File: config.mk
export PLATFORM = sky130hd
export DESIGN_NAME = sobel_frame_sequencer_flat
export DESIGN_NICKNAME = d
export VERILOG_FILES = /design/src/rtl/sobel_pkg.sv /design/src/rtl/sobel_frame_sequencer_if.sv /design/src/rtl/sobel_window_regs.sv /design/src/rtl/sobel_frame_sequencer.sv /design/src/flat_wrapper.sv
export SDC_FILE = /design/constraint.sdc
export NUM_CORES = 1
export LEC_CHECK = 0
export BUFFER_PORTS_ARGS = -buffer_cell sky130_fd_sc_hd__clkbuf_2
export CAP_MARGIN = 20
export CORE_MARGIN = 2
export CORE_UTILIZATION = 51
export DETAILED_ROUTE_END_ITERATION = 10
export GPL_TIMING_DRIVEN = 0
export PLACE_DENSITY = 0.79
export SKIP_CTS_REPAIR_TIMING = 1
export SLEW_MARGIN = 20
export SYNTH_ARGS = -nofsm -noshare
export SYNTH_HDL_FRONTEND = slang
export SYNTH_SLANG_ARGS = --single-unit
File: constraint.sdc
create_clock -name clk -period 4.3 [get_ports clk]
set_input_delay 0.43 -clock clk [delete_from_list [all_inputs] [get_ports clk]]
set_output_delay 0.43 -clock clk [all_outputs]
set_load 0.02 [all_outputs]
File: src/rtl/sobel_pkg.sv
// Shared defaults, FSM state codes and tap helpers for the Sobel frame sequencer.
package sobel_pkg;

    localparam int unsigned SOBEL_IMG_W        = 64;
    localparam int unsigned SOBEL_IMG_H        = 64;
    localparam int unsigned SOBEL_ADDR_W       = 12;
    localparam int unsigned SOBEL_PIX_W        = 8;
    localparam int unsigned SOBEL_CONV_TIMEOUT = 255;

    localparam logic [2:0] ST_IDLE       = 3'd0;
    localparam logic [2:0] ST_CLASSIFY   = 3'd1;
    localparam logic [2:0] ST_FETCH      = 3'd2;
    localparam logic [2:0] ST_CONV_START = 3'd3;
    localparam logic [2:0] ST_CONV_WAIT  = 3'd4;
    localparam logic [2:0] ST_WRITE      = 3'd5;
    localparam logic [2:0] ST_DONE       = 3'd6;

    // Fetch cycles: one per issued tap plus one trailing capture cycle.
    localparam logic [3:0] FETCH_LAST_FULL = 4'd9;
    localparam logic [3:0] FETCH_LAST_COL  = 4'd3;

    function automatic logic [1:0] tap_dy(input logic [3:0] k);
        return 2'(k / 4'd3);
    endfunction

    function automatic logic [1:0] tap_dx(input logic [3:0] k);
        return 2'(k % 4'd3);
    endfunction

    // j-th fetched tap: all nine in order, or only the right column (2, 5, 8).
    function automatic logic [3:0] tap_of(input logic [3:0] j, input logic col_only);
        return col_only ? (j + j + j + 4'd2) : j;
    endfunction

endpackage

File: src/rtl/sobel_frame_sequencer_if.sv
// Memory-read, convolution-handshake and memory-write bus of the Sobel frame sequencer.
interface sobel_frame_sequencer_if #(
    parameter int unsigned ADDR_W = 12,
    parameter int unsigned PIX_W  = 8
);
    logic [ADDR_W-1:0]  rd_addr;
    logic [PIX_W-1:0]   rd_data;
    logic [3*PIX_W-1:0] row1;
    logic [3*PIX_W-1:0] row2;
    logic [3*PIX_W-1:0] row3;
    logic               conv_rst;
    logic               conv_ready;
    logic [PIX_W-1:0]   conv_result;
    logic [ADDR_W-1:0]  wr_addr;
    logic [PIX_W-1:0]   wr_data;
    logic               wr_en;

    modport master (
        output rd_addr, input rd_data,
        output row1, output row2, output row3,
        output conv_rst, input conv_ready, input conv_result,
        output wr_addr, output wr_data, output wr_en
    );

    modport slave (
        input rd_addr, output rd_data,
        input row1, input row2, input row3,
        input conv_rst, output conv_ready, output conv_result,
        input wr_addr, input wr_data, input wr_en
    );
endinterface

File: src/rtl/sobel_window_regs.sv
// 3x3 pixel window: per-tap load (tap = row*3 + col) and whole-window column shift-left.
module sobel_window_regs #(
    parameter int unsigned PIX_W = 8
) (
    input  logic               clk,
    input  logic               rst,
    input  logic               i_load_en,
    input  logic [3:0]         i_load_tap,
    input  logic [PIX_W-1:0]   i_load_data,
    input  logic               i_shift,
    output logic [3*PIX_W-1:0] o_row1,
    output logic [3*PIX_W-1:0] o_row2,
    output logic [3*PIX_W-1:0] o_row3
);
    logic [PIX_W-1:0] r_win [9];

    always_ff @(posedge clk or posedge rst) begin
        if (rst) begin
            for (int unsigned k = 0; k < 9; k++) r_win[k] <= '0;
        end else if (i_shift) begin
            // Right column is left stale; the following fetch overwrites it.
            for (int unsigned r = 0; r < 3; r++) begin
                r_win[3*r]   <= r_win[3*r+1];
                r_win[3*r+1] <= r_win[3*r+2];
            end
        end else if (i_load_en) begin
            for (int unsigned k = 0; k < 9; k++)
                if (i_load_tap == 4'(k)) r_win[k] <= i_load_data;
        end
    end

    assign o_row1 = {r_win[0], r_win[1], r_win[2]};
    assign o_row2 = {r_win[3], r_win[4], r_win[5]};
    assign o_row3 = {r_win[6], r_win[7], r_win[8]};
endmodule

File: src/rtl/sobel_frame_sequencer.sv
// Frame sweep controller: builds 3x3 windows, drives the convolution handshake, writes results.
// Optional SOBEL_WINDOW_REUSE_EN: shift the window and fetch only the new right column.
module sobel_frame_sequencer
    import sobel_pkg::*;
#(
    parameter int unsigned IMG_W        = SOBEL_IMG_W,
    parameter int unsigned IMG_H        = SOBEL_IMG_H,
    parameter int unsigned ADDR_W       = SOBEL_ADDR_W,
    parameter int unsigned PIX_W        = SOBEL_PIX_W,
    parameter int unsigned CONV_TIMEOUT = SOBEL_CONV_TIMEOUT
) (
    input  logic                    clk,
    input  logic                    rst,
    input  logic                    i_start,
    output logic                    o_ready,
    output logic                    o_done,
    output logic                    o_err,
    sobel_frame_sequencer_if.master io_bus
);
    localparam int unsigned TMO_W = (CONV_TIMEOUT > 1) ? $clog2(CONV_TIMEOUT) : 1;
    localparam logic [TMO_W-1:0]  TMO_LAST = TMO_W'(CONV_TIMEOUT - 1);
    localparam logic [ADDR_W-1:0] W_A      = ADDR_W'(IMG_W);
    localparam logic [ADDR_W-1:0] X_LAST   = ADDR_W'(IMG_W - 1);
    localparam logic [ADDR_W-1:0] Y_LAST   = ADDR_W'(IMG_H - 1);

    logic [2:0]        r_state;
    logic [ADDR_W-1:0] r_x;
    logic [ADDR_W-1:0] r_y;
    logic [3:0]        r_k;
    logic              r_partial;
    logic [TMO_W-1:0]  r_tmo;
    logic [ADDR_W-1:0] r_rd_addr;
    logic [ADDR_W-1:0] r_wr_addr;
    logic [PIX_W-1:0]  r_wr_data;
    logic              r_err;

    logic [ADDR_W-1:0] w_base;
    logic              w_border;
    logic              w_reuse;
    logic [3:0]        w_issue_j;
    logic [3:0]        w_issue_tap;
    logic [ADDR_W-1:0] w_tap_addr;
    logic [3:0]        w_cap_tap;
    logic [3:0]        w_fetch_last;
    logic              w_load_en;
    logic              w_shift;

`ifdef SOBEL_WINDOW_REUSE_EN
    logic r_prev_interior;

    always_ff @(posedge clk or posedge rst) begin
        if (rst)
            r_prev_interior <= 1'b0;
        else if (r_state == ST_IDLE)
            r_prev_interior <= 1'b0;
        else if (r_state == ST_WRITE)
            r_prev_interior <= !w_border && (r_x != X_LAST);
    end

    assign w_reuse = r_prev_interior;
`else
    assign w_reuse = 1'b0;
`endif

    assign w_base   = r_y * W_A + r_x;
    assign w_border = (r_x == '0) || (r_x == X_LAST) || (r_y == '0) || (r_y == Y_LAST);

    // The address for tap j is registered one cycle ahead so it is on rd_addr during FETCH cycle j.
    assign w_issue_j    = (r_state == ST_FETCH) ? r_k + 4'd1 : 4'd0;
    assign w_issue_tap  = tap_of(w_issue_j, (r_state == ST_FETCH) ? r_partial : w_reuse);
    assign w_tap_addr   = w_base + ADDR_W'(tap_dy(w_issue_tap)) * W_A
                        + ADDR_W'(tap_dx(w_issue_tap)) - W_A - ADDR_W'(1);
    assign w_fetch_last = r_partial ? FETCH_LAST_COL : FETCH_LAST_FULL;
    assign w_cap_tap    = tap_of(r_k - 4'd1, r_partial);
    assign w_load_en    = (r_state == ST_FETCH) && (r_k != 4'd0);
    assign w_shift      = (r_state == ST_CLASSIFY) && !w_border && w_reuse;

    always_ff @(posedge clk or posedge rst) begin
        if (rst) begin
            r_state   <= ST_IDLE;
            r_x       <= '0;
            r_y       <= '0;
            r_k       <= '0;
            r_partial <= 1'b0;
            r_tmo     <= '0;
            r_rd_addr <= '0;
            r_wr_addr <= '0;
            r_wr_data <= '0;
            r_err     <= 1'b0;
        end else begin
            case (r_state)
                ST_IDLE: begin
                    if (i_start) begin
                        r_err   <= 1'b0;
                        r_x     <= '0;
                        r_y     <= '0;
                        r_state <= ST_CLASSIFY;
                    end
                end
                ST_CLASSIFY: begin
                    if (w_border) begin
                        r_wr_data <= '0;
                        r_wr_addr <= w_base;
                        r_state   <= ST_WRITE;
                    end else begin
                        r_partial <= w_reuse;
                        r_k       <= '0;
                        r_rd_addr <= w_tap_addr;
                        r_state   <= ST_FETCH;
                    end
                end
                ST_FETCH: begin
                    if (r_k + 4'd1 < w_fetch_last) r_rd_addr <= w_tap_addr;
                    r_k <= r_k + 4'd1;
                    if (r_k == w_fetch_last) r_state <= ST_CONV_START;
                end
                ST_CONV_START: begin
                    r_tmo   <= '0;
                    r_state <= ST_CONV_WAIT;
                end
                ST_CONV_WAIT: begin
                    if (io_bus.conv_ready) begin
                        r_wr_data <= io_bus.conv_result;
                        r_wr_addr <= w_base;
                        r_state   <= ST_WRITE;
                    end else if (r_tmo == TMO_LAST) begin
                        r_wr_data <= '1;
                        r_wr_addr <= w_base;
                        r_err     <= 1'b1;
                        r_state   <= ST_WRITE;
                    end else begin
                        r_tmo <= r_tmo + 1'b1;
                    end
                end
                ST_WRITE: begin
                    if (r_x == X_LAST) begin
                        r_x <= '0;
                        if (r_y == Y_LAST) begin
                            r_state <= ST_DONE;
                        end else begin
                            r_y     <= r_y + 1'b1;
                            r_state <= ST_CLASSIFY;
                        end
                    end else begin
                        r_x     <= r_x + 1'b1;
                        r_state <= ST_CLASSIFY;
                    end
                end
                ST_DONE:  r_state <= ST_IDLE;
                default:  r_state <= ST_IDLE;
            endcase
        end
    end

    sobel_window_regs #(
        .PIX_W (PIX_W)
    ) u_window (
        .clk         (clk),
        .rst         (rst),
        .i_load_en   (w_load_en),
        .i_load_tap  (w_cap_tap),
        .i_load_data (io_bus.rd_data),
        .i_shift     (w_shift),
        .o_row1      (io_bus.row1),
        .o_row2      (io_bus.row2),
        .o_row3      (io_bus.row3)
    );

    assign o_ready         = (r_state == ST_IDLE);
    assign o_done          = (r_state == ST_DONE);
    assign o_err           = r_err;
    assign io_bus.conv_rst = (r_state != ST_CONV_WAIT);
    assign io_bus.wr_en    = (r_state == ST_WRITE);
    assign io_bus.rd_addr  = r_rd_addr;
    assign io_bus.wr_addr  = r_wr_addr;
    assign io_bus.wr_data  = r_wr_data;
endmodule

File: src/flat_wrapper.sv
// flat-port wrapper written by rule: the top's interface ports become plain ports
module sobel_frame_sequencer_flat import sobel_pkg::*;
#(
    parameter int unsigned IMG_W        = SOBEL_IMG_W,
    parameter int unsigned IMG_H        = SOBEL_IMG_H,
    parameter int unsigned ADDR_W       = SOBEL_ADDR_W,
    parameter int unsigned PIX_W        = SOBEL_PIX_W,
    parameter int unsigned CONV_TIMEOUT = SOBEL_CONV_TIMEOUT
)
  (clk, rst, i_start, o_ready, o_done, o_err, io_bus_rd_addr, io_bus_rd_data, io_bus_row1, io_bus_row2, io_bus_row3, io_bus_conv_rst, io_bus_conv_ready, io_bus_conv_result, io_bus_wr_addr, io_bus_wr_data, io_bus_wr_en);
  sobel_frame_sequencer_if #(.ADDR_W(ADDR_W), .PIX_W(PIX_W)) io_bus_i ();
  input  logic clk;
  input  logic rst;
  input  logic i_start;
  output logic o_ready;
  output logic o_done;
  output logic o_err;
  output wire logic [$bits(io_bus_i.rd_addr)-1:0] io_bus_rd_addr;
  input wire logic [$bits(io_bus_i.rd_data)-1:0] io_bus_rd_data;
  output wire logic [$bits(io_bus_i.row1)-1:0] io_bus_row1;
  output wire logic [$bits(io_bus_i.row2)-1:0] io_bus_row2;
  output wire logic [$bits(io_bus_i.row3)-1:0] io_bus_row3;
  output wire logic [$bits(io_bus_i.conv_rst)-1:0] io_bus_conv_rst;
  input wire logic [$bits(io_bus_i.conv_ready)-1:0] io_bus_conv_ready;
  input wire logic [$bits(io_bus_i.conv_result)-1:0] io_bus_conv_result;
  output wire logic [$bits(io_bus_i.wr_addr)-1:0] io_bus_wr_addr;
  output wire logic [$bits(io_bus_i.wr_data)-1:0] io_bus_wr_data;
  output wire logic [$bits(io_bus_i.wr_en)-1:0] io_bus_wr_en;
  assign io_bus_rd_addr = io_bus_i.rd_addr;
  assign io_bus_i.rd_data = io_bus_rd_data;
  assign io_bus_row1 = io_bus_i.row1;
  assign io_bus_row2 = io_bus_i.row2;
  assign io_bus_row3 = io_bus_i.row3;
  assign io_bus_conv_rst = io_bus_i.conv_rst;
  assign io_bus_i.conv_ready = io_bus_conv_ready;
  assign io_bus_i.conv_result = io_bus_conv_result;
  assign io_bus_wr_addr = io_bus_i.wr_addr;
  assign io_bus_wr_data = io_bus_i.wr_data;
  assign io_bus_wr_en = io_bus_i.wr_en;
  sobel_frame_sequencer #(.IMG_W(IMG_W), .IMG_H(IMG_H), .ADDR_W(ADDR_W), .PIX_W(PIX_W), .CONV_TIMEOUT(CONV_TIMEOUT)) u_core (.clk(clk), .rst(rst), .i_start(i_start), .o_ready(o_ready), .o_done(o_done), .o_err(o_err), .io_bus(io_bus_i));
endmodule
== Word-level counts from Yosys, hierarchy flattened ==
Index checks and enable logic that the tools add are counted.
Cells by class
  equal/unequal tests: 30
  divide/modulo/power cells: 2
  bitwise operators: 0
  $lt $le $gt $ge: 1
  shift-type cells: 0
  mux-type cells: 35
  $mul: 0
  add/sub/neg operators: 10
  reductions and logical operators: 31
Operator list (count)
  12-bit two-way mux: 9
  12-bit one-hot mux with 2 select lines: 4
  8-bit two-way mux: 5
  8-bit one-hot mux with 2 select lines: 2
  12-bit by 1-bit adder with 12-bit output (second input constant): 2
  12-bit by 6-bit equality test with 1-bit output (second input constant): 2
  12-bit zero test: 2
  2-bit AND reduction: 11
  3-bit two-way mux: 7
  3-bit one-hot mux with 6 select lines: 1
  4-bit by 3-bit equality test with 1-bit output (second input constant): 4
  2-bit inequality test (second input constant): 7
  12-bit adder: 1
  12-bit by 2-bit adder with 12-bit output: 1
  12-bit by 8-bit adder with 12-bit output: 1
  3-bit AND reduction: 4
  12-bit by 1-bit subtractor with 12-bit output (second input constant): 1
  12-bit by 7-bit subtractor with 12-bit output (second input constant): 1
  2-bit nonzero test: 5
  3-bit equality test (second input constant): 3
  8-bit by 1-bit adder with 8-bit output (second input constant): 1
  4-bit by 2-bit equality test with 1-bit output (second input constant): 2
  4-bit equality test (second input constant): 2
  8-bit equality test (second input constant): 1
  other kinds (21): 30
Word-level totals
  latch bits: 0
  ROM bits: 0
  word-level logic and storage cells: 127
  memories kept: 0
  bits in writable memories: 0
  register bits: 144

== Longest topological paths before layout ==
  depth in word-level cells: 9
  depth in mapped cells: 26

== Cells and area by module ==
A second synthesis with hierarchy kept.
Second synthesis, totals
  cells, all modules: 747
  area, all modules: 7882.6 um2
By module, submodules not included
  sobel_frame_sequencer: cells each 470, times used 1, area an instance 4598.2 um2
  sobel_window_regs: cells each 277, times used 1, area an instance 3284.4 um2

== Worst setup path before layout ==
OpenSTA, ideal clock, no wires.
  path kind: register -> register
  from: register u_core.r_k[1]
  to: register u_core.r_rd_addr[11] (netlist: u_core.io_bus.rd_addr[11])
  arrival time: 4.417 ns
  clock period less this slack: 4.542 ns
  setup slack: -0.242 ns
  cell stages (with the launch flop): 27
  data required time: 4.175 ns
  buffers on the path: 1
  setup time: 0.125 ns
  cell sequence: dfrtp_1 > ha_1 > clkbuf_1 > nor2b_1 > a21oi_1 > nor2_1 > a31oi_1 > nor2_1 > ha_1 > inv_1 > ha_1 > inv_1 > a2111oi_0 > o21bai_1 > ha_1 > a21oi_1 > mux2i_1 > ha_1 > inv_1 > ha_1 > fa_1 > nand2b_1 > a211oi_1 > o211ai_1 > a21oi_1 > xnor3_1 > mux2_2
Between the ends
  word-level cells in the longest chain between the ends: 9
Ends and longest elaborated chain
  start: declaration: line sobel_frame_sequencer.sv:29  | logic [3:0] r_k;
  start signal: assignment: line sobel_frame_sequencer.sv:114  | r_k <= r_k + 4'd1;
  4-bit by 1-bit adder with 4-bit output *: line sobel_frame_sequencer.sv:69, sobel_frame_sequencer.sv:113
  4-bit two-way mux: line sobel_frame_sequencer.sv:69  | assign w_issue_j = (r_state == ST_FETCH) ? r_k + 4'd1 : 4'd0;
  4-bit by 2-bit divider with 4-bit output: line sobel_pkg.sv:23  | return 2'(k / 4'd3);
  12-bit by 8-bit adder with 12-bit output: line sobel_frame_sequencer.sv:71  | assign w_tap_addr = w_base + ADDR_W'(tap_dy(w_issue_tap)) * W_A
  12-bit by 2-bit adder with 12-bit output: line sobel_frame_sequencer.sv:72  | + ADDR_W'(tap_dx(w_issue_tap)) - W_A - ADDR_W'(1);
  12-bit by 7-bit subtractor with 12-bit output: line sobel_frame_sequencer.sv:72
  12-bit by 1-bit subtractor with 12-bit output: line sobel_frame_sequencer.sv:72
  12-bit two-way mux (on tied branches): line sobel_frame_sequencer.sv:113, sobel_frame_sequencer.sv:101
  12-bit one-hot mux with 2 select lines: line sobel_frame_sequencer.sv:91  | case (r_state)
  end signal: assignment: line sobel_frame_sequencer.sv:108  | r_rd_addr <= w_tap_addr;
  end signal: assignment: line sobel_frame_sequencer.sv:113  | if (r_k + 4'd1 < w_fetch_last) r_rd_addr <= w_tap_addr;
  end: declaration: line sobel_frame_sequencer.sv:32  | logic [ADDR_W-1:0] r_rd_addr;
Mark *: on every way between the ends. The rest lies on a longest branch, timed or not. The select of a mux whose other input is x is not followed.
A chain may end at the register's enable or synchronous reset.

== Final worst setup path ==
  from: register u_core.r_k[1]
  to: register u_core.r_rd_addr[11] (netlist: u_core.io_bus.rd_addr[11])
Between the ends
  word-level cells in the longest chain between the ends: 9
Ends and longest elaborated chain
  4-bit by 1-bit adder with 4-bit output *: line sobel_frame_sequencer.sv:69
  4-bit two-way mux *: line sobel_frame_sequencer.sv:69
  named net u_core.w_issue_j[1]: line sobel_frame_sequencer.sv:40  | logic [3:0] w_issue_j;
  4-bit by 2-bit divider with 4-bit output: line sobel_pkg.sv:23
  12-bit by 8-bit adder with 12-bit output: line sobel_frame_sequencer.sv:71
  12-bit by 2-bit adder with 12-bit output *: line sobel_frame_sequencer.sv:72
  12-bit by 7-bit subtractor with 12-bit output *: line sobel_frame_sequencer.sv:72
  12-bit by 1-bit subtractor with 12-bit output *: line sobel_frame_sequencer.sv:72
  12-bit two-way mux (on tied branches): line sobel_frame_sequencer.sv:113, sobel_frame_sequencer.sv:101
  12-bit one-hot mux with 2 select lines *: line sobel_frame_sequencer.sv:91
Mark *: on every way through the listed nets, which the timed path passes. The rest lies on a longest branch. The select of a mux whose other input is x is not followed.

==> metrics.txt <==
final WL 17300 um; worst slew pin tran just over 0.8 ns; share of cells above drive strength 1 approximately 39%; R2R depth 24; crit path DAT slightly below 5 ns; Synthesis Warnings 0; WP buf/inv 6; first-pass GRT wire length around 28000 um; grt peak-use layer met2; largest net degree at the start of global routing 34; Mapped Area 0.00738 mm2; Synth-to-Final Area Change 25.1%; status finished with violations; failing checks setup timing; Top Ports about 130; overall global routing resource usage between 20% and 30%; CTS tree yes; met3 Use GR under 10%; top post-synthesis cells by area dfrtp_1 (49%), mux2_2 (12%), ha_1 (6.8%); setup ws final -0.211 ns; Num CTS Buffers 17; Slew Viols, Final 0; Final Non-Filler Cells roughly 1000; Nets about 880; post-route cell area ~0.0092 mm2; Lkg Pwr between 0.004 and 0.005 uW; most common cell after layout, fill and taps aside dfrtp_1; Crit path required time ~4.6 ns; # DRC 0; Critical Path Stages 24; cell taking the most area after synthesis dfrtp_1; Fill cells 1025; commonest non-fill, non-tap cells in the layout dfrtp_1 (140), clkbuf_2 (129), mux2_2 (77); sequential share of the synthesized area around half; minimum clock period 4.51 ns; max_cap viols 0; Worst-path clk slew about 0.060 ns; met1 GRT Util a little under 30%; number of synthesized flops with an enable pin 0; Yosys reg bits 144; Setup WS pre-CTS -0.609 ns; clk root buf clkbuf_16; Post-synth ARST share 100%; cell family with most CP delay adder cells; FP Rows 43; Yosys top cell area share around half; global route total overflow 0; Tightest Hold Check Type in -> reg; Setup-failing EPs final 1; Max clock buf depth 2; VDD IR-drop max approximately 0.56 mV; Rel. slew slack between 40 and 50%; GP Congestion between 0.8 and 0.9; syn nets 720; DP HPWL roughly 12000 um; drt wl/cell 17.1 um; setup tns final -0.211 ns; vias per cell around 5.6; vias in the first global route around 5500; initial antenna violation count 0; Hold Path Stages 3; power density cells just under 600 mW/mm2; M2 GR Usage between 30% and 40%; Ant. Diodes 0; Die ar. ~0.015 mm2; CP max-delay cell dfrtp_2; CTS H-tree lvls 4; Clock Sink Count about 140; period utilization 105%; crit path cell chain buf_4 > inv_2 > ha_4 > inv_2 > nor2_4 > ha_2 > inv_2 > ha_4 > inv_4 > a2111oi_4 > o21bai_4 > ha_4 > a21oi_4 > mux2i_2 > ha_1 > inv_2 > ha_4 > fa_2 > nand2b_1 > a211oi_2 > o211ai_1 > a21oi_1 > xnor3_1 > mux2_2; Worst Setup End Kind flip-flop; Most used DFF post-synth dfrtp_1; CP Class reg -> reg; crit start category flip-flop; Inst Count DP approximately 970; Clock Skews around 0.0080 ns; fmax about 0.22 GHz; Skew-Pair Late Insertion Delay 0.43 ns; via count roughly 5700; Gate Count Post-Synth between 600 and 700; r2r setup slk -0.21 ns; Mapped Avg Cell Area roughly 11 um2; DIE WIDTH 124 um; CP max stage delay around 0.39 ns; DRT Pass-1 Iters 5; antenna-violating nets left 0; post-synth cell types 56; Starting Density 52.8%; port bufs between 100 and 150; CP Max Fanout 8; final hold vios 0; Placed Area ~0.0084 mm2; unrepaired setup endpoints after global routing true; Die Y roughly 120 um; Core Footprint between 0.01 and 0.015 mm2; Initial DRC Count 363
-- through the flow --
step	power (uW)	hold slack (ns)	util, %
3_5_place_dp	3680	0.324	59.8
5_1_grt	5680	0.297	66.0
2_1_floorplan	3160	0.491	-
6_report	5360	0.300	66.0
4_1_cts	5230	-0.132	64.2
3_3_place_gp	3630	0.466	59.1
-- flip-flops by register name (all words and copies together) (netlist names) --
register / flops
u_core.io_bus.rd_addr: 12
u_core.io_bus.wr_addr: 12
u_core.io_bus.wr_data: 8
u_core.o_err: 1
u_core.r_k: 4
u_core.r_state: 3
u_core.r_tmo: 8
u_core.r_x: 12
u_core.r_y: 12
u_core.u_window.o_row1: 24
u_core.u_window.o_row2: 24
u_core.u_window.o_row3: 24
-- power breakdown --
part	leakage [uW]	switching, uW	internal (uW)
registers	0.00196	200	1570
logic	0.00247	1200	867
clock network	0.000301	641	885
-- final timing paths --
check                                                startpoint                                    end
max reg2reg                           u_core.r_k[1]$_DFFE_PP0P_  u_core.io_bus.rd_addr[11]$_DFFE_PP0P_
max in group asynchronous                                   rst  u_core.io_bus.wr_addr[11]$_DFFE_PP0P_
max                                   u_core.r_k[1]$_DFFE_PP0P_  u_core.io_bus.rd_addr[11]$_DFFE_PP0P_
min reg2reg                u_core.io_bus.rd_addr[8]$_DFFE_PP0P_   u_core.io_bus.rd_addr[8]$_DFFE_PP0P_
min in group asynchronous                                   rst              u_core.r_k[2]$_DFFE_PP0P_
min                                       io_bus_conv_result[4]   u_core.io_bus.wr_data[4]$_DFFE_PP0P_
-- synthesized netlist by cell type (3+ instances only) --
cell / number
and3_1: 15
buf_4: 10
ha_1: 40
a21oi_1: 27
nor3_1: 13
mux2_4: 12
nand4_1: 10
mux2_2: 77
nand2b_1: 13
xnor2_1: 18
clkbuf_1: 14
a31oi_1: 5
nor2b_1: 3
buf_2: 4
nand3b_1: 3
nand3_1: 14
o21bai_1: 3
nor2_1: 41
inv_1: 31
o22a_1: 3
o211ai_1: 3
a22o_1: 8
or3_1: 6
nor4_1: 3
a21o_1: 5
nand2_1: 39
dfrtp_1: 144
o22ai_1: 3
o21ai_0: 42
xor2_1: 11
o31ai_1: 3
-- routing by layer --
layer / part of all wire, % / wire [um]
met1: 43 / 7450
met2: 51 / 8780
met3: 4.4 / 756
met4: 1.8 / 309
met5: 0 / 0
-- worst reg2reg max path: stages (launching register included) --
cell and delay (ns):
dfrtp_2 0.39, buf_4 0.18, inv_2 0.09, ha_4 0.29, inv_2 0.06, nor2_4 0.17, ha_2 0.20, inv_2 0.04
ha_4 0.17, inv_4 0.06, a2111oi_4 0.03, o21bai_4 0.23, ha_4 0.17, a21oi_4 0.13, mux2i_2 0.28, ha_1 0.27
inv_2 0.07, ha_4 0.13, fa_2 0.20, nand2b_1 0.09, a211oi_2 0.33, o211ai_1 0.13, a21oi_1 0.19, xnor3_1 0.22
mux2_2 0.26
-- cell type report --
class | instances | area (um2) | share of cell area (%)
Multi-Input combinational cell | 453 | 3670 | 39.7
Sequential cell | 144 | 3610 | 39.1
Timing Repair Buffer | 145 | 841 | 9.10
Clock buffer | 17 | 425 | 4.61
Tap cell | 180 | 225 | 2.44
Clock inverter | 15 | 193 | 2.09
Buffer | 24 | 149 | 1.61
Inverter | 32 | 126 | 1.37
-- cell families (layout without fill, tap and decap cells) --
family / after synthesis / in the layout / synth area share (%)
AND/OR/NAND/NOR: 172 / 172 / 11.7
multiplexers: 91 / 91 / 14.5
buffers and inverters: 61 / 233 / 3.78
flip-flops: 144 / 144 / 48.8
XOR/XNOR: 30 / 30 / 3.75
AO/OA/AOI/OAI: 118 / 118 / 10.2
adder cells (fa/ha/maj): 42 / 42 / 7.32
Power figures use the tool's default switching activity.
